`config.mk`:
```
export PLATFORM = sky130hd
export DESIGN_NAME = bus_capture_writer
export DESIGN_NICKNAME = d
export VERILOG_FILES = /design/src/rtl/bus_capture_writer.sv
export SDC_FILE = /design/constraint.sdc
export NUM_CORES = 1
export LEC_CHECK = 0
export ABC_AREA = 1
export BUFFER_PORTS_ARGS = -buffer_cell sky130_fd_sc_hd__buf_2
export CAP_MARGIN = 10
export CORE_ASPECT_RATIO = 1.75
export CORE_MARGIN = 5
export CORE_UTILIZATION = 40
export CTS_BUF_LIST = sky130_fd_sc_hd__clkbuf_4
export CTS_CLUSTER_DIAMETER = 80
export DETAILED_ROUTE_END_ITERATION = 10
export GPL_ROUTABILITY_DRIVEN = 1
export HOLD_SLACK_MARGIN = 0.05
export PLACE_DENSITY = 0.71
export SKIP_CTS_REPAIR_TIMING = 1
export SYNTH_ARGS = -nofsm -noshare
export SYNTH_HDL_FRONTEND = slang
export SYNTH_SLANG_ARGS = --single-unit
```
`constraint.sdc`:
```
create_clock -name i_Bus_Clk -period 6.3 [get_ports i_Bus_Clk]
set_input_delay 0.945 -clock i_Bus_Clk [delete_from_list [all_inputs] [get_ports i_Bus_Clk]]
set_output_delay 0.945 -clock i_Bus_Clk [all_outputs]
set_load 0.01 [all_outputs]
```
`src/rtl/bus_capture_writer.sv`:
```
// rtl/bus_capture_writer.sv - Triggered sample capture into the write port of a bus-readable sample RAM
// Optional feature: CAPTURE_DECIMATE_EN adds the DECIM register (0x08) and sample decimation.
module bus_capture_writer #(
    parameter int DEPTH = 256,
    parameter int AW    = $clog2(DEPTH)
) (
    input  logic          i_Bus_Clk,
    input  logic          i_Bus_Rst,
    input  logic          i_Bus_CS,
    input  logic          i_Bus_Wr_Rd_n,
    input  logic [15:0]   i_Bus_Addr8,
    input  logic [15:0]   i_Bus_Wr_Data,
    output logic [15:0]   o_Bus_Rd_Data,
    output logic          o_Bus_Rd_DV,
    input  logic          i_Trigger,
    input  logic          i_Sample_DV,
    input  logic [15:0]   i_Sample_Data,
    output logic [AW-1:0] o_Wr_Addr,
    output logic          o_Wr_DV,
    output logic [15:0]   o_Wr_Data,
    output logic          o_Irq
);

    localparam int          LW      = AW + 1;
    localparam logic [AW:0] C_DEPTH = LW'(DEPTH);

    typedef enum logic [1:0] {
        S_IDLE    = 2'd0,
        S_ARMED   = 2'd1,
        S_CAPTURE = 2'd2,
        S_DONE    = 2'd3
    } state_t;

    state_t r_state;
    state_t w_next_state;

    logic [AW:0]   r_length;
    logic          r_cont;
    logic [AW:0]   r_count;
    logic [AW-1:0] r_addr;
    logic          r_wrapped;
    logic          r_triggered;
    logic          r_wr_dv;
    logic [AW-1:0] r_wr_addr;
    logic [15:0]   r_wr_data;
    logic          r_irq;
    logic          r_rd_dv;
    logic [15:0]   r_rd_data;

    logic          w_wr;
    logic          w_rd;
    logic [2:0]    w_reg;
    logic          w_ctrl_wr;
    logic          w_arm;
    logic          w_abort;
    logic          w_busy;
    logic [AW:0]   w_eff_len;
    logic          w_strobe;
    logic          w_accept;
    logic          w_last;
    logic          w_addr_end;
    logic          w_done_hit;
    logic [15:0]   w_rd_mux;
    logic          w_unused;

    assign w_wr      = i_Bus_CS & i_Bus_Wr_Rd_n;
    assign w_rd      = i_Bus_CS & ~i_Bus_Wr_Rd_n;
    assign w_reg     = i_Bus_Addr8[3:1];
    assign w_ctrl_wr = w_wr && (w_reg == 3'd0);
    // ABORT beats ARM when both arrive in one CTRL write
    assign w_abort   = w_ctrl_wr && i_Bus_Wr_Data[1];
    assign w_arm     = w_ctrl_wr && i_Bus_Wr_Data[0] && !i_Bus_Wr_Data[1];
    assign w_busy    = (r_state == S_ARMED) || (r_state == S_CAPTURE);

    assign w_eff_len = ((r_length == '0) || (r_length > C_DEPTH)) ? C_DEPTH : r_length;

    // The trigger cycle itself can already deliver sample index 0
    assign w_strobe  = i_Sample_DV &&
                       ((r_state == S_CAPTURE) || ((r_state == S_ARMED) && i_Trigger));

`ifdef CAPTURE_DECIMATE_EN
    logic [7:0] r_decim;
    logic [7:0] r_dec_cnt;

    assign w_accept = w_strobe && (r_dec_cnt == 8'd0);
    assign w_unused = ^{i_Bus_Addr8[15:4], i_Bus_Addr8[0], i_Bus_Wr_Data[15:AW+1]};

    always_ff @(posedge i_Bus_Clk) begin
        if (i_Bus_Rst) begin
            r_decim   <= 8'd0;
            r_dec_cnt <= 8'd0;
        end else begin
            if (w_wr && (w_reg == 3'd4)) begin
                r_decim <= i_Bus_Wr_Data[7:0];
            end
            if (w_arm && !w_busy) begin
                r_dec_cnt <= 8'd0;
            end else if (w_strobe) begin
                r_dec_cnt <= (r_dec_cnt >= r_decim) ? 8'd0 : r_dec_cnt + 8'd1;
            end
        end
    end
`else
    assign w_accept = w_strobe;
    assign w_unused = ^{i_Bus_Addr8[15:4], i_Bus_Addr8[0], i_Bus_Wr_Data[15:AW+1]};
`endif

    assign w_last     = ((r_count + 1'b1) == w_eff_len);
    assign w_addr_end = ({1'b0, r_addr} == (w_eff_len - 1'b1));
    assign w_done_hit = w_accept && w_last && !r_cont;

    always_ff @(posedge i_Bus_Clk) begin
        if (i_Bus_Rst) begin
            r_state <= S_IDLE;
        end else begin
            r_state <= w_next_state;
        end
    end

    always_comb begin
        w_next_state = r_state;
        case (r_state)
            S_IDLE: begin
                if (w_arm) w_next_state = S_ARMED;
            end
            S_ARMED: begin
                if (w_abort)        w_next_state = S_DONE;
                else if (i_Trigger) w_next_state = w_done_hit ? S_DONE : S_CAPTURE;
            end
            S_CAPTURE: begin
                if (w_abort || w_done_hit) w_next_state = S_DONE;
            end
            S_DONE: begin
                if (w_arm) w_next_state = S_ARMED;
            end
            default: w_next_state = S_IDLE;
        endcase
    end

    always_ff @(posedge i_Bus_Clk) begin
        if (i_Bus_Rst) begin
            r_length    <= '0;
            r_cont      <= 1'b0;
            r_count     <= '0;
            r_addr      <= '0;
            r_wrapped   <= 1'b0;
            r_triggered <= 1'b0;
            r_wr_dv     <= 1'b0;
            r_wr_addr   <= '0;
            r_wr_data   <= '0;
            r_irq       <= 1'b0;
        end else begin
            if (w_wr && (w_reg == 3'd1)) begin
                r_length <= i_Bus_Wr_Data[AW:0];
            end
            if (w_ctrl_wr && !w_busy) begin
                r_cont <= i_Bus_Wr_Data[2];
            end

            if (w_arm && !w_busy) begin
                r_count     <= '0;
                r_addr      <= '0;
                r_wrapped   <= 1'b0;
                r_triggered <= 1'b0;
            end else begin
                if ((r_state == S_ARMED) && i_Trigger && !w_abort) begin
                    r_triggered <= 1'b1;
                end
                if (w_accept) begin
                    if (r_cont && w_addr_end) begin
                        r_addr    <= '0;
                        r_wrapped <= 1'b1;
                    end else begin
                        r_addr <= r_addr + 1'b1;
                    end
                    // Continuous mode keeps COUNT pinned at the buffer length
                    if (r_count < w_eff_len) begin
                        r_count <= r_count + 1'b1;
                    end
                end
            end

            r_wr_dv <= w_accept;
            if (w_accept) begin
                r_wr_addr <= r_addr;
                r_wr_data <= i_Sample_Data;
            end
            r_irq <= (w_next_state == S_DONE) && (r_state != S_DONE);
        end
    end

    always_comb begin
        w_rd_mux = 16'h0000;
        case (w_reg)
            3'd0:    w_rd_mux[2]   = r_cont;
            3'd1:    w_rd_mux      = 16'(r_length);
            3'd2:    w_rd_mux[3:0] = {r_triggered, r_wrapped, (r_state == S_DONE), w_busy};
            3'd3:    w_rd_mux      = 16'(r_count);
`ifdef CAPTURE_DECIMATE_EN
            3'd4:    w_rd_mux[7:0] = r_decim;
`endif
            default: w_rd_mux      = 16'h0000;
        endcase
    end

    always_ff @(posedge i_Bus_Clk) begin
        if (i_Bus_Rst) begin
            r_rd_dv   <= 1'b0;
            r_rd_data <= 16'h0000;
        end else begin
            r_rd_dv   <= w_rd;
            r_rd_data <= w_rd ? w_rd_mux : 16'h0000;
        end
    end

    assign o_Bus_Rd_Data = r_rd_data;
    assign o_Bus_Rd_DV   = r_rd_dv;
    assign o_Wr_Addr     = r_wr_addr;
    assign o_Wr_DV       = r_wr_dv;
    assign o_Wr_Data     = r_wr_data;
    assign o_Irq         = r_irq;

endmodule

```
# Yosys cells after proc, flatten, opt, wreduce, memory -nomap -nowiden
# Index checks and enable logic that the tools add are counted.
# op_classes
addsub,3
magnitude_cmp,2
n_eq_ne,10
n_mux,12
bitwise,4
n_reduce_logical,30
# op_table
operator,n
$logic_and 1x1->1,14
$pmux 2 s3,2
$pmux 5 s2,1
$add 9x1->9 const B,1
$eq 8x9->1,1
$eq 9x9->1,1
$gt 9x9->1 const B,1
$logic_not 9->1,1
$lt 9x9->1,1
$mux 9,1
$sub 9x1->9 const B,1
$add 8x1->8 const B,1
$mux 2,4
$mux 8,1
$eq 2x2->1 const B,3
$eq 3x2->1 const B,2
$reduce_or 2->1,3
$logic_not 1->1,4
$logic_or 1x1->1,4
$pmux 1 s4,1
$reduce_and 2->1,2
$eq 3x1->1 const B,1
$logic_not 3->1,1
$pmux 1 s3,1
other kinds (6),8
# totals
reg_bits,74
out_inout_bits,43
elab_cells,74

# Logic depth before layout (Yosys ltp)
# depth
word_depth,12
ltp_mapped,18
ltp_nobuf,18

# Least setup slack after synthesis
# No wires, ideal clock.
# synth_timing
path_kind,register to register
from,register r_length[7]
to,register r_count[6]
arrival_time_ns,2.411
path_slack_ns,3.769
stages_incl_launch_ff,17
n_path_buf,1
period_less_slack_ns,2.531
path_cell_list,dfxtp_1 inv_1 nand4_1 nor3_1 nand3_1 ha_1 inv_2 nand2_1 ha_1 a21oi_1 or2_2 nand2_1 a21oi_1 nand3_1 buf_2 o21ai_0 a21oi_1
# synth_between
elab_chain_len,5
# synth_rtl
element,line_no,rtl
"start, declared",37,logic [AW:0] r_length;
"start signal, assigned",154,r_length <= i_Bus_Wr_Data[AW:0];
$gt 9x9->1 / $logic_not 9->1 (equally long branches),75,assign w_eff_len = ((r_length == '0) || (r_length > C_DEPTH)) ? C_DEPTH : r_length;
$logic_or 1x1->1,75,
$mux 9 (*),75,
$lt 9x9->1 (*),177,if (r_count < w_eff_len) begin
$reduce_and 2->1 (no source line) (*),n/a,
"end signal, assigned",178,r_count <= r_count + 1'b1;
"end, declared",39,logic [AW:0] r_count;
# Mark *: on every way between the ends. The rest lies on a longest branch, timed or not.
# A chain may end at the register's enable or synchronous reset.

# Final worst setup path
# layout_timing
from,register r_length[7]
to,register r_count[3]
# The elaborated chain is that of the path after synthesis.

==> flow_summary.ini <==
[floorplan]
initial_core_util = 0.407
dieArea_mm2 = 0.0109
ios = 97
core_area_mm2 = 0.00867
rows = 45
die_x_um = 81.0
die_h_um = 134

[yosys]
synth_fa_ha_area_frac = 0.0602
ys.flop_type = dfxtp_1
synth-simple-area-share = 0.283
synth_xor_area_frac = 0.0436
synth-edff-count = 0
synthMuxAreaShare = 0
synth-seq-area-share = 0.380
yosys_warnings = 0
synth_top_family_by_area = simple AND/OR/NAND/NOR gates
ys_async_sr_fraction = 0
postSynthCellCount = 488
synth_seq_cells = 67
synth_compound_area_frac = 0.146
syn_area_per_cell_um2 = 7.24
netlist_area_mm2 = 0.00353
synth_cell_types = 39

[cts]
cts_root_buf = clkbuf_4
worstSkewPairLatency_ns = 0.43
clock_sinks = 67
cts_htree_levels = 3
cts_buffers = 9
clockBufferDepth = 2
cts_tree = done
clk_transition_reported_paths_ns = 0.11

[critical_path]
r2r_slack_ns = 3.06
rr_endpoint = r_count[3]$_SDFFE_PP0P_
worstPathMaxFanout = 17
required_ns = 6.60
cp.arrival_ns = 3.54
path_class = flop to flop
crit_path_frequent_cell = a21oi_1
reg2reg_depth = 15
reg2reg_from = r_length[7]$_SDFFE_PP0P_
slowest_stage = nand3_1
startpoint_type = flop
cp_slowest_stage_delay_ns = 0.47
cp-end-kind = flop
cp_cell_sequence = inv_1 > nand4_1 > nor3_1 > nand3_1 > ha_1 > inv_2 > nand2_1 > ha_1 > a21oi_1 > or2_2 > nand2_1 > a21oi_1 > nand3_1 > o21ai_0 > a21oi_1

[placed_design]
gp_congestion = 0.888
io_buffers = 69
hpwlAfterDp_mm = 6.91
post-place-ws_ns = 3.08

[sta]
fin_tns_setup_ns = 0
worst_pin_slew_ns = 0.842
slew_viol_final = 0
relSlewSlack = 0.434
setup_violations = 0
fin_ws_ns = 3.06
min_period_over_period = 0.515
period_needed_ns = 3.24
rsz0062_at_grt = false
clock_skew_ns = 0.0192
timing.fmax_ghz = 0.308
hold_viol = 0

[routing]
routed_wl_mm = 8.84
vias_per_cell = 4.97
drc_errors = 0
vias = 3378
first_iter_violations = 127
postRouteAntennaNets = 0
routedWlPerCell_um = 13.0
first_pass_iters = 5

[outcome]
status = finished, final reports clean

[power]
intPower_mw = 0.577
p_comb_frac = 0.157
p_per_area_mw_per_mm2 = 204
power.share.clock = 0.293
vdd_ir_drop_max_mv = 0.139
power_leakage_nw = 1.95
p_seq_frac = 0.550
switchingPower_mw = 0.252
swShare = 0.304

[job]
cap_violations = 0

[worst_hold_path]
min_path_type = flop to flop
worstHoldEndpoint = r_triggered$_SDFFE_PP0P_
hold_start = r_triggered$_SDFFE_PP0P_
holdPathStages = 2

[finish]
layout.nets = 627
layout-drive-gt1-share = 0.191
n_fill_cell = 901
regArea_mm2 = 0.00134
area_delta_synth_final_pct = 15.1
multiInputGateArea_mm2 = 0.00191

[global_route]
track_usage = 0.174
antenna_found_initial = 1
grt_pass1_vias = 3313
grt_pass1_wl_mm = 14.7
grt_max_degree = 38
grt_overflow = 0
-- layer usage --
metal / wire length, µm / vias to the layer above / part of all wire / global-route usage
li1: - / 1719 / - / -
met1: 3270 / 1548 / 0.37 / 0.171
met2: 4780 / 81 / 0.54 / 0.316
met3: 342 / 30 / 0.039 / 0.0410
met4: 448 / 0 / 0.051 / 0.106
met5: 0 / - / 0 / 0
-- synthesized netlist by cell type (all sizes together) (8+ instances only) --
cell    instances  area (µm²)
inv            53         199
a21oi          43         219
o21ai          44         220
nor2           76         320
clkbuf         10        37.5
nand2          89         367
nand3          34         175
dfxtp          67        1340
xor2           11        96.3
nand4           8        56.3
buf             8        57.6
ha             17         213
-- metrics by stage --
| step | hold WS (ns) | cells | instance area (µm²) | utilization | power (mW) |
|---|---|---|---|---|---|
| 2_1_floorplan | 0.430 | 494 | 3550 | - | 0.554 |
| 3_3_place_gp | 0.449 | 662 | 3950 | 0.456 | 0.591 |
| 3_5_place_dp | 0.461 | 662 | 3950 | 0.456 | 0.595 |
| 4_1_cts | 0.477 | 678 | 4060 | 0.469 | 0.839 |
| 5_1_grt | 0.505 | 679 | 4070 | 0.469 | 0.876 |
| 6_report | 0.474 | 679 | 4070 | 0.469 | 0.829 |
-- how the worst max path moves through the flow --
stage / from / to / slack, ns / cells after the start
after floorplan: r_length[7]$_SDFFE_PP0P_ / r_count[6]$_SDFFE_PP0P_ / 3.77 / 16
after global placement: r_length[7]$_SDFFE_PP0P_ / r_count[3]$_SDFFE_PP0P_ / 3.18 / 15
after detailed placement: r_length[7]$_SDFFE_PP0P_ / r_count[3]$_SDFFE_PP0P_ / 3.08 / 15
after CTS: r_length[7]$_SDFFE_PP0P_ / r_count[3]$_SDFFE_PP0P_ / 3.06 / 15
after global routing: r_length[7]$_SDFFE_PP0P_ / r_count[3]$_SDFFE_PP0P_ / 2.77 / 15
final: r_length[7]$_SDFFE_PP0P_ / r_count[3]$_SDFFE_PP0P_ / 3.06 / 15
-- placed cells by master (no fill, tap or decap), types with 17 or more instances in the layout --
| cell | instances |
|---|---|
| a21oi_1 | 42 |
| buf_2 | 69 |
| dfxtp_1 | 67 |
| ha_1 | 17 |
| inv_1 | 51 |
| nand2_1 | 82 |
| nand3_1 | 33 |
| nor2_1 | 70 |
| o21ai_0 | 43 |
-- cells by family (layout without fill, tap and decap cells) --
| kind of cell | after synthesis | after routing |
|---|---|---|
| simple gates | 218 | 218 |
| compound gates | 96 | 96 |
| buf+inv | 73 | 140 |
| flops | 67 | 67 |
| fa+ha+maj | 17 | 17 |
| xor+xnor | 16 | 16 |
| other cells | 1 | 8 |
-- state kept, by name, summed over array words and instances (netlist names) --
register	count
o_Irq	1
r_triggered	1
r_state	2
o_Wr_Data	16
r_cont	1
o_Bus_Rd_Data	9
o_Wr_Addr	8
r_addr	8
r_length	9
r_count	9
r_wrapped	1
o_Wr_DV	1
o_Bus_Rd_DV	1
-- power by group through the flow --
stage | Sequential (mW) | Combinational, mW | Clock (mW)
2_1_floorplan | 0.467 | 0.0869 | 0
3_3_place_gp | 0.465 | 0.126 | 0
3_5_place_dp | 0.465 | 0.130 | 0
4_1_cts | 0.456 | 0.131 | 0.253
5_1_grt | 0.459 | 0.149 | 0.268
6_report | 0.456 | 0.130 | 0.243
-- worst max-delay path, delay by kind of cell, from the launching register on --
family	cells	cell delay, ns
AO/OA/AOI/OAI	4	0.72
adder cells (fa/ha/maj)	2	0.63
buffers and inverters	2	0.21
flip-flops	1	0.37
AND/OR/NAND/NOR	7	1.17
-- area by class of cell --
class                           count  share of cell area
Antenna cell                        1            0.000616
Clock buffer                       11              0.0203
Clock inverter                      5             0.00739
Inverter                           55              0.0511
Multi-Input combinational cell    354               0.470
Sequential cell                    67               0.330
Tap cell                          117              0.0360
Timing Repair Buffer               69              0.0849
Note: power is estimated with default switching activity, not from simulation.
